### config.mk
export PLATFORM = sky130hd
export DESIGN_NAME = apb_arbiter_2to1_flat
export DESIGN_NICKNAME = d
export VERILOG_FILES = /design/src/rtl/apb_arbiter_2to1_if.sv /design/src/rtl/apb_arbiter_2to1.sv /design/src/flat_wrapper.sv
export SDC_FILE = /design/constraint.sdc
export NUM_CORES = 1
export LEC_CHECK = 0
export CAP_MARGIN = 20
export CORE_AREA = 4 4 92 94
export DETAILED_ROUTE_END_ITERATION = 8
export DIE_AREA = 0 0 96 98
export PLACE_DENSITY = 0.72
export SLEW_MARGIN = 20
export SYNTH_ARGS = -nofsm -noshare
export SYNTH_HDL_FRONTEND = slang
export SYNTH_SLANG_ARGS = --single-unit
export TNS_END_PERCENT = 30
### constraint.sdc
create_clock -name clk -period 1.05 [get_ports clk]
set_input_delay 0.21 -clock clk [delete_from_list [all_inputs] [get_ports clk]]
set_output_delay 0.21 -clock clk [all_outputs]
set_load 0.01 [all_outputs]
### src/rtl/apb_arbiter_2to1_if.sv
// APB signal bundle used for both requester ports and the downstream port.
// master drives request/attributes, slave drives the completion response.
interface apb_arbiter_2to1_if #(
  parameter int unsigned REGWIDTH     = 32,
  parameter int unsigned G_ADDR_WIDTH = 4
);
  logic                    psel;
  logic                    penable;
  logic                    pwrite;
  logic [2:0]              pprot;
  logic [G_ADDR_WIDTH-1:0] paddr;
  logic [REGWIDTH-1:0]     pwdata;
  logic [REGWIDTH/8-1:0]   pstrb;
  logic                    pready;
  logic [REGWIDTH-1:0]     prdata;
  logic                    pslverr;

  modport master (
    output psel, penable, pwrite, pprot, paddr, pwdata, pstrb,
    input  pready, prdata, pslverr
  );

  modport slave (
    input  psel, penable, pwrite, pprot, paddr, pwdata, pstrb,
    output pready, prdata, pslverr
  );
endinterface

### src/rtl/apb_arbiter_2to1.sv
// Two-requester round-robin APB arbiter, one downstream transfer per grant.
// Optional ACCESS-phase timeout enabled by defining APB_ARB_TIMEOUT_EN.
module apb_arbiter_2to1 #(
  parameter int unsigned REGWIDTH       = 32,
  parameter int unsigned G_ADDR_WIDTH   = 4,
  parameter int unsigned TIMEOUT_CYCLES = 16
) (
  input  logic                     clk,
  input  logic                     rst,
  apb_arbiter_2to1_if.slave        s0_apb,
  apb_arbiter_2to1_if.slave        s1_apb,
  apb_arbiter_2to1_if.master       m_apb,
  output logic [1:0]               gnt
);

  typedef enum logic [1:0] {StIdle, StSetup, StAccess} state_e;

  state_e     state_q;
  logic [1:0] gnt_q;
  logic       ptr_q;
  logic       psel_q;
  logic       penable_q;

  logic       win1;
  logic       timeout_hit;
  logic       finish;
  logic [1:0] resp;

  // ptr_q holds the index last served; on a tie the other requester wins.
  assign win1   = (s0_apb.psel & s1_apb.psel) ? ~ptr_q : s1_apb.psel;
  assign finish = penable_q & (m_apb.pready | timeout_hit);

`ifdef APB_ARB_TIMEOUT_EN
  localparam int unsigned CntW = (TIMEOUT_CYCLES > 1) ? $clog2(TIMEOUT_CYCLES) : 1;
  logic [CntW-1:0] cnt_q;

  assign timeout_hit = penable_q & ~m_apb.pready & (cnt_q == CntW'(TIMEOUT_CYCLES - 1));
`else
  assign timeout_hit = 1'b0;
`endif

  always_ff @(posedge clk) begin
    if (!rst) begin
      state_q   <= StIdle;
      gnt_q     <= 2'b00;
      ptr_q     <= 1'b1;
      psel_q    <= 1'b0;
      penable_q <= 1'b0;
    end else begin
      case (state_q)
        StIdle: begin
          if (s0_apb.psel || s1_apb.psel) begin
            gnt_q   <= win1 ? 2'b10 : 2'b01;
            psel_q  <= 1'b1;
            state_q <= StSetup;
          end
        end
        StSetup: begin
          penable_q <= 1'b1;
          state_q   <= StAccess;
        end
        StAccess: begin
          if (finish) begin
            ptr_q     <= gnt_q[1];
            gnt_q     <= 2'b00;
            psel_q    <= 1'b0;
            penable_q <= 1'b0;
            state_q   <= StIdle;
          end
        end
        default: begin
          gnt_q     <= 2'b00;
          psel_q    <= 1'b0;
          penable_q <= 1'b0;
          state_q   <= StIdle;
        end
      endcase
    end
`ifdef APB_ARB_TIMEOUT_EN
    // Counts ACCESS cycles without pready; cleared while in SETUP.
    if (!rst || state_q == StSetup) begin
      cnt_q <= '0;
    end else if (penable_q && !m_apb.pready && !timeout_hit) begin
      cnt_q <= cnt_q + 1'b1;
    end
`endif
  end

  assign m_apb.psel    = psel_q;
  assign m_apb.penable = penable_q;
  assign gnt           = gnt_q;

  always_comb begin
    m_apb.pwrite = 1'b0;
    m_apb.pprot  = '0;
    m_apb.paddr  = '0;
    m_apb.pwdata = '0;
    m_apb.pstrb  = '0;
    if (gnt_q[0]) begin
      m_apb.pwrite = s0_apb.pwrite;
      m_apb.pprot  = s0_apb.pprot;
      m_apb.paddr  = s0_apb.paddr;
      m_apb.pwdata = s0_apb.pwdata;
      m_apb.pstrb  = s0_apb.pstrb;
    end else if (gnt_q[1]) begin
      m_apb.pwrite = s1_apb.pwrite;
      m_apb.pprot  = s1_apb.pprot;
      m_apb.paddr  = s1_apb.paddr;
      m_apb.pwdata = s1_apb.pwdata;
      m_apb.pstrb  = s1_apb.pstrb;
    end
  end

  // A requester that dropped psel after its grant gets no response.
  assign resp[0] = finish & gnt_q[0] & s0_apb.psel;
  assign resp[1] = finish & gnt_q[1] & s1_apb.psel;

  assign s0_apb.pready  = resp[0];
  assign s0_apb.prdata  = (resp[0] & ~timeout_hit) ? m_apb.prdata : '0;
  assign s0_apb.pslverr = resp[0] & (timeout_hit | m_apb.pslverr);

  assign s1_apb.pready  = resp[1];
  assign s1_apb.prdata  = (resp[1] & ~timeout_hit) ? m_apb.prdata : '0;
  assign s1_apb.pslverr = resp[1] & (timeout_hit | m_apb.pslverr);

endmodule
### src/flat_wrapper.sv
// flat-port wrapper written by rule: the top's interface ports become plain ports
module apb_arbiter_2to1_flat 
#(
  parameter int unsigned REGWIDTH       = 32,
  parameter int unsigned G_ADDR_WIDTH   = 4,
  parameter int unsigned TIMEOUT_CYCLES = 16
)
  (clk, rst, gnt, s0_apb_psel, s0_apb_penable, s0_apb_pwrite, s0_apb_pprot, s0_apb_paddr, s0_apb_pwdata, s0_apb_pstrb, s0_apb_pready, s0_apb_prdata, s0_apb_pslverr, s1_apb_psel, s1_apb_penable, s1_apb_pwrite, s1_apb_pprot, s1_apb_paddr, s1_apb_pwdata, s1_apb_pstrb, s1_apb_pready, s1_apb_prdata, s1_apb_pslverr, m_apb_psel, m_apb_penable, m_apb_pwrite, m_apb_pprot, m_apb_paddr, m_apb_pwdata, m_apb_pstrb, m_apb_pready, m_apb_prdata, m_apb_pslverr);
  apb_arbiter_2to1_if #(.REGWIDTH(REGWIDTH), .G_ADDR_WIDTH(G_ADDR_WIDTH)) s0_apb_i ();
  apb_arbiter_2to1_if #(.REGWIDTH(REGWIDTH), .G_ADDR_WIDTH(G_ADDR_WIDTH)) s1_apb_i ();
  apb_arbiter_2to1_if #(.REGWIDTH(REGWIDTH), .G_ADDR_WIDTH(G_ADDR_WIDTH)) m_apb_i ();
  input  logic clk;
  input  logic rst;
  output logic [1:0] gnt;
  input wire logic [$bits(s0_apb_i.psel)-1:0] s0_apb_psel;
  input wire logic [$bits(s0_apb_i.penable)-1:0] s0_apb_penable;
  input wire logic [$bits(s0_apb_i.pwrite)-1:0] s0_apb_pwrite;
  input wire logic [$bits(s0_apb_i.pprot)-1:0] s0_apb_pprot;
  input wire logic [$bits(s0_apb_i.paddr)-1:0] s0_apb_paddr;
  input wire logic [$bits(s0_apb_i.pwdata)-1:0] s0_apb_pwdata;
  input wire logic [$bits(s0_apb_i.pstrb)-1:0] s0_apb_pstrb;
  output wire logic [$bits(s0_apb_i.pready)-1:0] s0_apb_pready;
  output wire logic [$bits(s0_apb_i.prdata)-1:0] s0_apb_prdata;
  output wire logic [$bits(s0_apb_i.pslverr)-1:0] s0_apb_pslverr;
  input wire logic [$bits(s1_apb_i.psel)-1:0] s1_apb_psel;
  input wire logic [$bits(s1_apb_i.penable)-1:0] s1_apb_penable;
  input wire logic [$bits(s1_apb_i.pwrite)-1:0] s1_apb_pwrite;
  input wire logic [$bits(s1_apb_i.pprot)-1:0] s1_apb_pprot;
  input wire logic [$bits(s1_apb_i.paddr)-1:0] s1_apb_paddr;
  input wire logic [$bits(s1_apb_i.pwdata)-1:0] s1_apb_pwdata;
  input wire logic [$bits(s1_apb_i.pstrb)-1:0] s1_apb_pstrb;
  output wire logic [$bits(s1_apb_i.pready)-1:0] s1_apb_pready;
  output wire logic [$bits(s1_apb_i.prdata)-1:0] s1_apb_prdata;
  output wire logic [$bits(s1_apb_i.pslverr)-1:0] s1_apb_pslverr;
  output wire logic [$bits(m_apb_i.psel)-1:0] m_apb_psel;
  output wire logic [$bits(m_apb_i.penable)-1:0] m_apb_penable;
  output wire logic [$bits(m_apb_i.pwrite)-1:0] m_apb_pwrite;
  output wire logic [$bits(m_apb_i.pprot)-1:0] m_apb_pprot;
  output wire logic [$bits(m_apb_i.paddr)-1:0] m_apb_paddr;
  output wire logic [$bits(m_apb_i.pwdata)-1:0] m_apb_pwdata;
  output wire logic [$bits(m_apb_i.pstrb)-1:0] m_apb_pstrb;
  input wire logic [$bits(m_apb_i.pready)-1:0] m_apb_pready;
  input wire logic [$bits(m_apb_i.prdata)-1:0] m_apb_prdata;
  input wire logic [$bits(m_apb_i.pslverr)-1:0] m_apb_pslverr;
  assign s0_apb_i.psel = s0_apb_psel;
  assign s0_apb_i.penable = s0_apb_penable;
  assign s0_apb_i.pwrite = s0_apb_pwrite;
  assign s0_apb_i.pprot = s0_apb_pprot;
  assign s0_apb_i.paddr = s0_apb_paddr;
  assign s0_apb_i.pwdata = s0_apb_pwdata;
  assign s0_apb_i.pstrb = s0_apb_pstrb;
  assign s0_apb_pready = s0_apb_i.pready;
  assign s0_apb_prdata = s0_apb_i.prdata;
  assign s0_apb_pslverr = s0_apb_i.pslverr;
  assign s1_apb_i.psel = s1_apb_psel;
  assign s1_apb_i.penable = s1_apb_penable;
  assign s1_apb_i.pwrite = s1_apb_pwrite;
  assign s1_apb_i.pprot = s1_apb_pprot;
  assign s1_apb_i.paddr = s1_apb_paddr;
  assign s1_apb_i.pwdata = s1_apb_pwdata;
  assign s1_apb_i.pstrb = s1_apb_pstrb;
  assign s1_apb_pready = s1_apb_i.pready;
  assign s1_apb_prdata = s1_apb_i.prdata;
  assign s1_apb_pslverr = s1_apb_i.pslverr;
  assign m_apb_psel = m_apb_i.psel;
  assign m_apb_penable = m_apb_i.penable;
  assign m_apb_pwrite = m_apb_i.pwrite;
  assign m_apb_pprot = m_apb_i.pprot;
  assign m_apb_paddr = m_apb_i.paddr;
  assign m_apb_pwdata = m_apb_i.pwdata;
  assign m_apb_pstrb = m_apb_i.pstrb;
  assign m_apb_i.pready = m_apb_pready;
  assign m_apb_i.prdata = m_apb_prdata;
  assign m_apb_i.pslverr = m_apb_pslverr;
  apb_arbiter_2to1 #(.REGWIDTH(REGWIDTH), .G_ADDR_WIDTH(G_ADDR_WIDTH), .TIMEOUT_CYCLES(TIMEOUT_CYCLES)) u_core (.clk(clk), .rst(rst), .s0_apb(s0_apb_i), .s1_apb(s1_apb_i), .m_apb(m_apb_i), .gnt(gnt));
endmodule
After elaboration in Yosys (flattened, before gate mapping)
Index checks and enable logic that the tools add are counted.

Flip-flop bits (word level): 7. RAM bits: 0. Bits in latches: 0. Bits of input ports: 128. Output and inout bits: 116. Logic and storage cells: 49. Bits in read-only memories: 0. Memories kept: 0.

Equality and inequality tests: 4. Divide/modulo/power cells: 0. Magnitude comparators: 0. $add $sub $neg: 0. Multipliers: 0. Multiplexer cells: 23. Reduce and logical (&&, ||, !) cells: 6. Shifts and indexed selects: 0. Bitwise gates (word level): 11.

Operators with widths (count): $mux 32 (4); $mux 4 (4); $pmux 2 s3 (2); $and 1x1->1 (8); $mux 2 (4); $mux 3 (2); $pmux 1 s3 (2); $reduce_and 2->1 (3); $mux 1 (5); $ne 2x1->1 const B (2); $not 1->1 (3); $reduce_and 3->1 (1); $eq 2x1->1 const B (1); $eq 2x2->1 const B (1); $logic_not 2->1 (1); $logic_or 1x1->1 (1).

Longest topological paths before layout
Gate-level depths: netlist of the first run.

Depth after elaboration: 5. Depth in mapped cells: 5. Gate-level depth less buffers: 3.

Worst setup path before layout of the first run
Ideal clock, no wire load.

Path type: flip-flop to output port. Start point: register u_core.gnt_q[0] (netlist: u_core.gnt[0]). End point: output port s0_apb_prdata[0]. Cell stages (with the launch flop): 6. Path buffers: 2. Arrival: 1.067 ns. Required time: 0.840 ns. Setup slack: -0.227 ns. Cell sequence: dfxtp_1 -> buf_4 -> nand2_1 -> nor2_4 -> buf_2 -> and2_1.

Longest elaborated chain between the ends: 3.

RTL lines: from (decl) (line apb_arbiter_2to1.sv:19) `logic [1:0] gnt_q;`; from (signal assigned) (line apb_arbiter_2to1.sv:53) `gnt_q <= win1 ? 2'b10 : 2'b01;`; $and 1x1->1 (2 in a row) (line apb_arbiter_2to1.sv:115) `assign resp[0] = finish & gnt_q[0] & s0_apb.psel;`; $mux 32 (line apb_arbiter_2to1.sv:119) `assign s0_apb.prdata = (resp[0] & ~timeout_hit) ? m_apb.prdata : '0;`; to (decl) (line flat_wrapper.sv:23) `output wire logic [$bits(s0_apb_i.prdata)-1:0] s0_apb_prdata;`.

No other way between the ends.

Final worst setup path of the first run
Start point: register u_core.gnt_q[1] (netlist: u_core.gnt[1]). End point: output port m_apb_pwdata[20].

Longest elaborated chain between the ends: 2.

RTL lines: $mux 32 (line apb_arbiter_2to1.sv:105) `end else if (gnt_q[1]) begin`; $mux 32 (line apb_arbiter_2to1.sv:99) `if (gnt_q[0]) begin`; to (decl) (line flat_wrapper.sv:40) `output wire logic [$bits(m_apb_i.pwdata)-1:0] m_apb_pwdata;`.

No other way between the ends.

==> results of run 1 <==
==> metrics by stage <==
stage                     total power [mW]  TNS (ps)  area (um2)  setup WS (ps)  cells
after global routing                  2.30    -56620        4110           -602    529
after detailed placement              1.83    -95360        3910          -1010    500
after CTS                             2.16    -53000        4110           -637    528
after global placement                1.82    -94000        3910          -1000    500
after floorplan                      0.794    -11300        1310           -152    158
final                                 2.17    -49860        4110           -536    529
==> Yosys cell counts <==
| library cell | count |
|---|---|
| and2_1 | 67 |
| a22o_1 | 44 |
| buf_2 | 10 |
| dfxtp_1 | 7 |
| nand2_1 | 5 |
| clkbuf_1 | 4 |
| a21o_1 | 2 |
| a32o_1 | 2 |
| buf_4 | 2 |
| nor2_4 | 2 |
| o211a_1 | 2 |
| o21ai_0 | 2 |
| a21boi_0 | 1 |
| a21boi_1 | 1 |
| mux2i_1 | 1 |
| nand2_2 | 1 |
| nand2b_1 | 1 |
| nand3b_1 | 1 |
| nand4b_1 | 1 |
| nor2_1 | 1 |
| nor2b_1 | 1 |
==> sequential cells by signal (all words and copies together) (netlist names) <==
register	cells
u_core.gnt	2
u_core.ptr_q	1
u_core.m_apb.psel	1
u_core.m_apb.penable	1
u_core.state_q	2
==> cell usage in the layout (no fill, tap or decap), types with 2 or more instances in the layout <==
cell             synthesis  layout
a21o_1                   2       2
a22o_1                  44      43
a32o_1                   2       2
and2_1                  67      30
and2_4                   0      37
buf_12                   0       9
buf_16                   0       3
buf_2                   10      70
buf_4                    2      10
buf_6                    0      58
clkbuf_16                0       2
clkbuf_8                 0       3
clkdlybuf4s50_1          0     122
dfxtp_1                  7       4
dfxtp_4                  0       3
dlygate4sd2_1            0       3
nand2_1                  5       3
nand2_4                  0       3
nor2_4                   2       2
o211a_1                  2       2
o21ai_0                  2       2
==> timing repair <==
action,CTS,global route
endpoints found under the setup margin,120,119
resized for setup,528,27
buffers inserted,17,4
pin swaps,30,16
hold buffers,0,0
gates cloned,7,2
==> final cells by class <==
class	instances	share of cell area
repair buffers	281	0.652
multi-input cells	135	0.269
flip-flops and latches	7	0.0368
well taps	102	0.0310
clock buffers	4	0.0110
==> routing by layer <==
layer / share of wire / routed length (um)
met2: 0.52 / 4860
met5: 0 / 0
met4: 0.019 / 174
met3: 0.070 / 651
met1: 0.39 / 3590
==> report_power, final <==
| part | total (mW) | switching [mW] | internal (mW) |
|---|---|---|---|
| clock | 0.385 | 0.122 | 0.263 |
| combinational | 1.46 | 0.537 | 0.923 |
| sequential | 0.327 | 0.0310 | 0.296 |
==> kinds of logic (layout without fill, tap and decap cells) <==
group                  count (synthesis)  count (layout)
AND/OR/NAND/NOR                       80              80
AO/OA/AOI/OAI                         54              54
buffers and inverters                 16             285
flip-flops                             7               7
multiplexers                           1               1
==> final timing paths <==
| path | end | slack, ps |
|---|---|---|
| setup / recovery | m_apb_pwdata[20] | -540 |
| hold / removal | u_core.m_apb.psel | 450 |
| setup reg to reg | u_core.gnt[1] | -30 |
| hold reg to reg | u_core.m_apb.psel | 450 |
==> flow_metrics.py, run 1 <==
metrics = {
    "cts": {
        "cts-root-buf": "clkbuf_8",
        "cts_tree": "done",
        "htreeDepth": 1,
        "clkTransAtPathRegs_ps": 40,
        "cts-buffers-inserted": 3,
        "clkSinkCount": 7,
        "cts_max_path_buffers": 2,
        "clock_latency_ps": 230,
    },
    "setup_path": {
        "critPathMaxFanout": 11,
        "crit_path_end_kind": "output pin",
        "cpMaxStageDelayCell": "dfxtp_4",
        "reg2reg_depth": 4,
        "critPathLaunchType": "flip-flop",
        "cp.arrival_ps": 1380,
        "required_ps": 840,
        "slowest_delay_ps": 360,
        "worstReg2RegStart": "u_core.m_apb.penable",
        "path_delay_family": "buffers and inverters",
        "path_depth": 5,
        "crit_type": "reg2out",
        "worstSetupStartpoint": "u_core.gnt[1]",
        "path_cells": "nor2b_4 > buf_4 > clkbuf_16 > a22o_1 > buf_2",
        "crit_buf_inv": 3,
    },
    "synth": {
        "synthAdderAreaFrac": 0,
        "synth.top_cells.by_area": "and2_1 35%, a22o_1 32%, dfxtp_1 12%, buf_2 4.2%, nor2_4 1.9%",
        "ys_types": 21,
        "synth.mux.area_fraction": 0.00838,
        "synth_xor_area_frac": 0,
        "yosysTopAreaCell": "and2_1",
        "synth_compound_area_frac": 0.390,
        "syn-instance-count": 158,
        "synthSimpleGateAreaFrac": 0.418,
        "synth-seq-cells": 7,
        "yosysWarnings": 0,
        "synth_fp_nets": 286,
        "netlist_area_um2": 1190,
        "synth_top_family_by_area": "simple AND/OR/NAND/NOR gates",
        "syn_area_per_cell_um2": 7.56,
        "synth_top_area_frac": 0.351,
        "ys_seq_area_frac": 0.117,
    },
    "timing": {
        "fmax_mhz": 631,
        "tightestPinTransition_ps": 262,
        "min_period_over_period": 1.51,
        "finalCriticalPeriod_ps": 1590,
        "slew_viol_final": 0,
        "setup_viol": 115,
        "clock_skew_ps": 1.68,
        "fin_hold_ws_ps": 453,
        "setup_slack_ps": -536,
        "rsz0062_at_grt": "true",
        "hold_viol": 0,
        "max_slew_margin": 0.823,
    },
    "cells_and_area": {
        "num_antenna_cells": 0,
        "areaGrowthSynthToFinish_pct": 244,
        "final_util": 0.538,
        "regArea_um2": 151,
        "multi_input_area_um2": 1110,
        "drive_gt1_frac": 0.482,
        "fillers": 718,
        "finalNetCount": 556,
    },
    "place": {
        "place_hpwl_um": 6860,
        "port_buffers": 241,
        "routabilityCongestion": 0.875,
    },
    "floorplanning": {
        "start_util": 0.156,
        "ios": 244,
        "dieArea_um2": 9410,
        "die_w_um": 96,
        "core_um2": 7650,
        "num_rows": 32,
        "die_y_um": 98,
    },
    "power": {
        "peakVddDrop_mv": 0.740,
        "p_leak_nw": 2.01,
        "power.density_nw_per_um2": 528,
    },
    "drt": {
        "drc": 0,
        "routedWlPerCell_um": 17.5,
        "drt.antenna.violating_nets": 0,
        "detail_route.iter0.violations": 34,
        "viasPerCell": 4.30,
        "vias": 2276,
        "wirelength_um": 9270,
        "first_pass_iters": 4,
    },
    "grt": {
        "antenna_found_initial": 0,
        "grt_max_degree": 23,
        "use_met1": 0.206,
        "grt_pass1_vias": 2341,
        "grt_util_met2": 0.331,
        "grt_pass1_wl_um": 13100,
        "overflow": 0,
        "use_met3": 0.0270,
        "grt_use_total": 0.179,
        "busiest_layer": "met2",
    },
    "min_path": {
        "hp-class": "reg2reg",
        "min_path_cells": 1,
        "min_from": "u_core.m_apb.psel",
    },
    "run_status": {
        "violations": "setup timing",
        "status": "complete, but fails checks",
    },
    "flow_run": {
        "maxCapViolCount": 0,
    },
}
Power figures use the tool's default switching activity.
==> run 2, diff against run 1 <==
- HOLD_SLACK_MARGIN: unset -> 0.05
==> results of run 2 <==
Same layout as run 1: the final DEF is identical, and so are final timing and power.
==> run 3, diff against run 2 <==
--- a/constraint.sdc
+++ b/constraint.sdc
@@ -3,2 +3,2 @@
 set_output_delay 0.21 -clock clk [all_outputs]
-set_load 0.01 [all_outputs]
+set_load 0.02 [all_outputs]
==> flow_metrics.py, run 3 (same netlist as run 1, synthesis figures left out) <==
metrics = {
    "run_status": {
        "status": "complete, but fails checks",
        "violations": "setup timing",
    },
    "drt": {
        "drc": 0,
        "vias": 2221,
        "viasPerCell": 4.28,
        "routedWlPerCell_um": 17.3,
        "detail_route.iter0.violations": 30,
        "wirelength_um": 8970,
        "first_pass_iters": 4,
        "drt.antenna.violating_nets": 0,
    },
    "cts": {
        "htreeDepth": 1,
        "clkTransAtPathRegs_ps": 40,
        "cts-buffers-inserted": 3,
        "cts_max_path_buffers": 2,
        "cts_tree": "done",
        "clock_latency_ps": 220,
        "cts-root-buf": "clkbuf_8",
        "cts_hold_buffers": 0,
        "clkSinkCount": 7,
    },
    "power": {
        "peakVddDrop_mv": 0.682,
        "total_power_mw": 2.52,
        "p_leak_nw": 2.03,
        "power.density_nw_per_um2": 564,
    },
    "cells_and_area": {
        "fillers": 677,
        "finalNetCount": 546,
        "layout_common_cells": "122 x clkdlybuf4s50_1, 117 x buf_6, 55 x and2_4",
        "finalInstanceArea_um2": 4460,
        "drive_gt1_frac": 0.516,
        "num_antenna_cells": 0,
        "multi_input_area_um2": 1140,
        "areaGrowthSynthToFinish_pct": 273,
        "regArea_um2": 151,
        "final_common_cell": "clkdlybuf4s50_1",
    },
    "setup_path": {
        "critPathMaxFanout": 8,
        "critPathLaunchType": "flip-flop",
        "required_ps": 840,
        "crit_type": "reg2out",
        "cp.arrival_ps": 1320,
        "crit_path_end_kind": "output pin",
    },
    "timing": {
        "finalCriticalPeriod_ps": 1530,
        "tightestPinTransition_ps": 252,
        "min_period_over_period": 1.46,
        "fmax_mhz": 652,
        "setup_slack_ps": -483,
        "slew_viol_final": 0,
        "clock_skew_ps": 1.95,
        "setup_viol": 116,
        "rsz0062_at_grt": "true",
        "max_slew_margin": 0.830,
        "hold_viol": 0,
    },
    "place": {
        "routabilityCongestion": 0.812,
        "place_hpwl_um": 6710,
        "port_buffers": 241,
        "dpl-instance-area_um2": 3940,
    },
    "floorplanning": {
        "num_rows": 32,
        "core_um2": 7650,
        "dieArea_um2": 9410,
        "die_w_um": 96,
        "ios": 244,
        "die_y_um": 98,
        "start_util": 0.156,
    },
    "grt": {
        "grt_use_total": 0.172,
        "overflow": 0,
        "grt_pass1_wl_um": 12800,
        "grt_max_degree": 24,
        "antenna_found_initial": 0,
        "grt_pass1_vias": 2273,
    },
    "min_path": {
        "hp-class": "reg2reg",
    },
    "flow_run": {
        "maxCapViolCount": 0,
    },
}
-- run 3: changes by cell type in the layout (fill, tap and decap cells not counted), sizes merged --
cell | before | now
clkdlybuf4s15 | 2 | 0
buf | 151 | 144
clkbuf | 7 | 6
-- run 3: worst paths after layout --
check                        from                end  slack, ps  cells after the start
min reg2reg     u_core.m_apb.psel  u_core.m_apb.psel        460                      1
max reg2reg  u_core.m_apb.penable      u_core.gnt[0]        -30                      4
min             u_core.m_apb.psel  u_core.m_apb.psel        460                      1
max                 u_core.gnt[0]   s0_apb_prdata[4]       -480                      6
-- run 3: critical path: stages, from the launching register on --
cell	delay (ps)
dfxtp_4	380
nand2_4	60
nor2_4	140
buf_6	140
clkbuf_16	140
and2_4	130
buf_6	110
-- run 3: area by class of cell --
class	instances	area share
multi-input combinational	135	0.256
timing repair buffer	271	0.672
clock buffer	4	0.0101
sequential	7	0.0340
tap	102	0.0286
-- run 3: metal layers --
metal / GRT usage / up-vias / wire [um]
met1: 0.189 / 1010 / 3240
li1: - / 1093 / -
met4: 0.0164 / 0 / 19
met3: 0.0339 / 2 / 787
met5: 0 / - / 0
met2: 0.338 / 116 / 4930
-- run 3: repair_timing --
item,in CTS,in global routing
pin swaps,11,15
buffers inserted,6,2
cloned,7,2
setup endpoints to repair,120,119
gates resized for setup,688,43
-- run 3: where the power goes --
| part | leakage [nW] | switching [mW] | internal [mW] |
|---|---|---|---|
| Sequential | 0.0598 | 0.0340 | 0.296 |
| Clock | 0.0228 | 0.107 | 0.262 |
| Combinational | 1.94 | 0.721 | 1.10 |
| Total | 2.03 | 0.863 | 1.65 |
-- run 3: stage by stage --
stage	setup WS [ps]	std cells	TNS (ps)	hold WS (ps)	utilization
2_1_floorplan	-244	158	-19790	272	-
3_5_place_dp	-1060	500	-101780	464	0.515
3_3_place_gp	-1050	500	-101070	455	0.515
5_1_grt	-534	519	-54660	477	0.583
4_1_cts	-485	517	-50580	469	0.567
6_report	-483	519	-48330	460	0.583
